===== src/rtl/flash_light_driver.sv =====
// Light driver: holds the F1/F2 one-hot flash speeds, runs the flash timebase and
// registers the light output. Define FLASH_SPEED_WRAP_EN to wrap speed shifts at the ends.
module flash_light_driver #(
  parameter int BASE_LOG2    = 22,
  parameter int SPEED_LEVELS = 3
) (
  input  logic                    clk,
  input  logic                    reset,
  input  logic [5:0]              state,
  input  logic                    f1_shift_left,
  input  logic                    f1_shift_right,
  input  logic                    f2_shift_left,
  input  logic                    f2_shift_right,
  output logic                    light,
  output logic [SPEED_LEVELS-1:0] f1_speed,
  output logic [SPEED_LEVELS-1:0] f2_speed
);

  localparam int CW = BASE_LOG2 + SPEED_LEVELS;
  localparam logic [SPEED_LEVELS-1:0] SPEED_RST = SPEED_LEVELS'(1) << (SPEED_LEVELS / 2);

  typedef enum logic [5:0] {
    ST_OFF1 = 6'b000001,
    ST_ON   = 6'b000010,
    ST_OFF2 = 6'b000100,
    ST_F1   = 6'b001000,
    ST_OFF3 = 6'b010000,
    ST_F2   = 6'b100000
  } seq_state_e;

  function automatic logic [SPEED_LEVELS-1:0] shift_speed(
    input logic [SPEED_LEVELS-1:0] spd,
    input logic                    left,
    input logic                    right
  );
    logic [SPEED_LEVELS-1:0] res;
    res = spd;
    if (left && !right) begin
`ifdef FLASH_SPEED_WRAP_EN
      res = {spd[SPEED_LEVELS-2:0], spd[SPEED_LEVELS-1]};
`else
      if (!spd[SPEED_LEVELS-1]) res = {spd[SPEED_LEVELS-2:0], 1'b0};
`endif
    end else if (right && !left) begin
`ifdef FLASH_SPEED_WRAP_EN
      res = {spd[0], spd[SPEED_LEVELS-1:1]};
`else
      if (!spd[0]) res = {1'b0, spd[SPEED_LEVELS-1:1]};
`endif
    end
    return res;
  endfunction

  logic [5:0]              prev_q;
  logic [CW-1:0]           cnt_q, cnt_d;
  logic                    phase_q, phase_d;
  logic                    light_q, light_d;
  logic [SPEED_LEVELS-1:0] f1_q, f1_d, f2_q, f2_d;

  logic                    is_f1, is_f2, flashing, entry;
  logic [SPEED_LEVELS-1:0] active_spd;
  logic [CW-1:0]           half_m1;

  // NOTE: every always_comb output gets a default first so no path leaves it unassigned (no latch).
  always_comb begin
    is_f1      = (state == ST_F1);
    is_f2      = (state == ST_F2);
    flashing   = is_f1 || is_f2;
    entry      = (state != prev_q);
    active_spd = is_f2 ? f2_q : f1_q;

    half_m1 = '0;
    for (int i = 0; i < SPEED_LEVELS; i++) begin
      if (active_spd[i]) half_m1 = half_m1 | ((CW'(1) << (BASE_LOG2 + i)) - CW'(1));
    end

    f1_d = is_f1 ? shift_speed(f1_q, f1_shift_left, f1_shift_right) : f1_q;
    f2_d = is_f2 ? shift_speed(f2_q, f2_shift_left, f2_shift_right) : f2_q;

    cnt_d   = '0;
    phase_d = 1'b0;
    if (flashing) begin
      if (entry) begin
        phase_d = 1'b1;
      end else if (cnt_q >= half_m1) begin
        phase_d = ~phase_q;
      end else begin
        cnt_d   = cnt_q + CW'(1);
        phase_d = phase_q;
      end
    end

    // Light follows the phase being written this edge, so entry shows 1 immediately.
    light_d = flashing ? phase_d : (state == ST_ON);
  end

  // NOTE: sequential state uses non-blocking assignments so all registers update together.
  always_ff @(posedge clk or posedge reset) begin
    if (reset) begin
      prev_q  <= '0;
      cnt_q   <= '0;
      phase_q <= 1'b0;
      light_q <= 1'b0;
      f1_q    <= SPEED_RST;
      f2_q    <= SPEED_RST;
    end else begin
      prev_q  <= state;
      cnt_q   <= cnt_d;
      phase_q <= phase_d;
      light_q <= light_d;
      f1_q    <= f1_d;
      f2_q    <= f2_d;
    end
  end

  assign light    = light_q;
  assign f1_speed = f1_q;
  assign f2_speed = f2_q;

endmodule


===== config.mk =====
export PLATFORM = sky130hd
export DESIGN_NAME = flash_light_driver
export DESIGN_NICKNAME = d
export VERILOG_FILES = /design/src/rtl/flash_light_driver.sv
export SDC_FILE = /design/constraint.sdc
export NUM_CORES = 1
export LEC_CHECK = 0
export ABC_AREA = 1
export CORE_ASPECT_RATIO = 2
export CORE_MARGIN = 1
export CORE_UTILIZATION = 40
export DETAILED_ROUTE_END_ITERATION = 6
export PLACE_DENSITY = 0.7
export SKIP_CTS_REPAIR_TIMING = 1
export SYNTH_ARGS = -nofsm -noshare
export SYNTH_HDL_FRONTEND = slang
export SYNTH_SLANG_ARGS = --single-unit

===== constraint.sdc =====
create_clock -name clk -period 3.03 [get_ports clk]
set_input_delay 0.606 -clock clk [delete_from_list [all_inputs] [get_ports clk]]
set_output_delay 0.606 -clock clk [all_outputs]
set_load 0.01 [all_outputs]

==> reports/metrics.yaml <==
run:
  cap_viol_max_count: 0
cells_and_area:
  drive_gt1_frac: 0.216
  antenna_cells: 0
  layout_commonest_cell: "nand2_1"
  layout_common_cells: "78 x nand2_1, 51 x inv_1, 49 x nor2_1"
  synthToLayoutAreaGrowth_pct: 28.2
  final_area_mm2: 0.00357
  fin_nets: 457
global_routing:
  grt_use_total: 0.202
  grt_pass1_wl_um: 10800
  grt_pass1_vias: 2522
  antenna_found_initial: 0
  grt-ovfl-total: 0
  grt_max_degree: 40
worst_setup_path:
  cp-startpoint: "state[1]"
  crit_type: "input port to register"
  cp.arrival_ns: 3.18
  worstSetupEndpointType: "register"
  crit_end: "cnt_q[3]$_DFF_PP0_"
  r2r-end: "cnt_q[3]$_DFF_PP0_"
  r2r_cells: 20
  required_ns: 3.24
  rrSetupSlack_ns: 0.35
  start_kind: "input port"
  rr_startpoint: "f1_speed[2]$_DFFE_PP0P_"
  crit_fanout: 8
synthesis:
  syn_nets: 407
  yosysWarnings: 0
  synthTopCellsByArea: "dfrtp_1 33%, ha_1 13%, nand2_1 11%"
  ys_types: 33
  synth_cells: 366
  synth_top_cell_by_area: "dfrtp_1"
  ys_seq_area_frac: 0.351
  netlist_area_mm2: 0.00279
  ys_ff_latch: 39
  synth_top_area_share: 0.332
  syn_area_per_cell_um2: 7.61
power:
  pwr-share-clk: 0.454
  switching_share: 0.235
  power_switching_w: 0.000266
  p_int_w: 0.000869
  irDropWorstVdd_mv: 0.337
  powerDensity_mw_per_mm2: 318
  p_leak_nw: 1.71
  pwr-share-seq: 0.470
  combPwrFrac: 0.077
clock_tree:
  clock-sinks: 39
  cts_buffers: 5
  root_buffer: "clkbuf_16"
  clock_latency_ns: 0.29
  htreeDepth: 2
  cts.clk_slew.worst_paths_ns: 0.06
  tritoncts: "done"
  cts.path.max_buffers: 2
drt:
  vias: 2498
  routed_wl_um: 6680
  wl_met1_um: 2290
  drtIter0Drc: 47
  wl_met2_um: 3770
  drtPass1Iterations: 4
  met3WireLength_um: 163
  wl_per_cell_um: 13.3
  avgViaCountPerCell: 4.96
  drc_errors: 0
  top_layer: "met4"
  antenna_left: 0
placed_design:
  gp_congestion: 0.866
  io_buffer_count: 18
  dp_hpwl_um: 4980
  place_area_mm2: 0.00324
die:
  core_area_mm2: 0.00667
  io-pin-count: 19
  die_area_mm2: 0.00732
  die_x_um: 61.0
  die_y_um: 120
  start_util: 0.418
  row_count: 42
min_path:
  hold_depth: 2
  hold_path.class: "register to register"
sta:
  drv_slew: 0
  relSlewSlack: 0.671
  setup_violations: 0
  fmax_ghz: 0.337
  hold_viol: 0
  finClkSkew_ns: 0.00558
  period_share: 0.978
  worst_pin_slew_ns: 0.493
  whs_ns: 0.496
  rsz0062_at_grt: "yes"
  post-route-min-period_ns: 2.96
run_status:
  status: "completed"
-- critical path, cell delays in order --
cell and delay, ns:
buf_2 0.14, inv_8 0.05, nand2_2 0.04, inv_2 0.07
nand3_4 0.10, mux2_4 0.34, nor3_4 0.16, buf_12 0.15
buf_12 0.11, ha_1 0.24, nand2_1 0.09, inv_1 0.04
nand2_1 0.06, nand2_2 0.05, a21oi_2 0.13, nand2_1 0.09
inv_2 0.07, nand3_4 0.09, nor2_4 0.22, buf_4 0.18
inv_4 0.05, nor3_2 0.09
-- kinds of logic after synthesis --
logic type | after synthesis | synth area share
AO/OA/AOI/OAI | 30 | 0.0579
multiplexers | 1 | 0.00404
adder cells (fa/ha/maj) | 29 | 0.130
AND/OR/NAND/NOR | 193 | 0.328
flip-flops | 39 | 0.351
XOR/XNOR | 14 | 0.0440
buffers and inverters | 60 | 0.0844
-- cell type report --
cell class	count	area (um2)
Clock inverter	2	13.8
Sequential cell	39	978
Tap cell	88	110
Multi-Input combinational cell	267	1690
Clock buffer	5	125
Fill cell	633	3100
Timing Repair Buffer	42	402
Inverter	59	244
Timing Repair inverter	2	12.5
-- stage by stage --
stage / setup TNS (ns) / util / power (W) / std cells / setup WS [ns]
3_5_place_dp: -14.34 / 0.486 / 0.000631 / 485 / -0.605
4_1_cts: -6.35 / 0.506 / 0.00114 / 492 / -0.311
6_report: 0 / 0.535 / 0.00114 / 504 / 0.0655
2_1_floorplan: -1.39 / - / 0.000585 / 366 / -0.124
5_1_grt: -0.354 / 0.535 / 0.00117 / 504 / -0.0569
3_3_place_gp: -12.81 / 0.486 / 0.000629 / 485 / -0.528
-- sequential cells by signal, indices dropped and copies added (netlist names) --
name,flops
cnt_q,25
prev_q,6
f1_speed,3
f2_speed,3
light,1
phase_q,1
-- synthesized netlist by cell type, drive strengths merged --
cell type / instances
nand2: 89
inv: 59
nor2: 57
dfrtp: 37
ha: 29
nand3: 22
nor3: 18
a21oi: 15
o21ai: 10
xnor2: 7
xor2: 7
nand4: 4
a22oi: 2
dfstp: 2
a211oi: 1
a31oi: 1
and2: 1
buf: 1
mux2: 1
nor3b: 1
o21bai: 1
or2: 1
-- how the worst min path moves through the flow --
stage | start | to | slack [ns]
2_1_floorplan | cnt_q[0]$_DFF_PP0_ | cnt_q[0]$_DFF_PP0_ | 0.46
5_1_grt | f2_speed[1]$_DFFE_PP1P_ | f2_speed[1]$_DFFE_PP1P_ | 0.53
3_5_place_dp | f1_speed[1]$_DFFE_PP1P_ | f1_speed[1]$_DFFE_PP1P_ | 0.50
6_report | f1_speed[1]$_DFFE_PP1P_ | f1_speed[1]$_DFFE_PP1P_ | 0.50
4_1_cts | f1_speed[1]$_DFFE_PP1P_ | f1_speed[1]$_DFFE_PP1P_ | 0.50
3_3_place_gp | f2_speed[1]$_DFFE_PP1P_ | f2_speed[1]$_DFFE_PP1P_ | 0.49
-- layer usage --
| metal | GRT usage | up-vias |
|---|---|---|
| met4 | 0.151 | 0 |
| li1 | - | 1265 |
| met5 | 0 | - |
| met3 | 0.0280 | 24 |
| met2 | 0.368 | 53 |
| met1 | 0.187 | 1156 |
-- power by group through the flow --
stage	Combinational, W	Sequential [W]	Clock, W
4_1_cts	0.0000895	0.000533	0.000521
2_1_floorplan	0.0000416	0.000543	0
3_3_place_gp	0.0000868	0.000542	0
3_5_place_dp	0.0000892	0.000542	0
6_report	0.0000871	0.000533	0.000515
5_1_grt	0.0000985	0.000534	0.000542
Note: power is estimated with default switching activity, not from simulation.
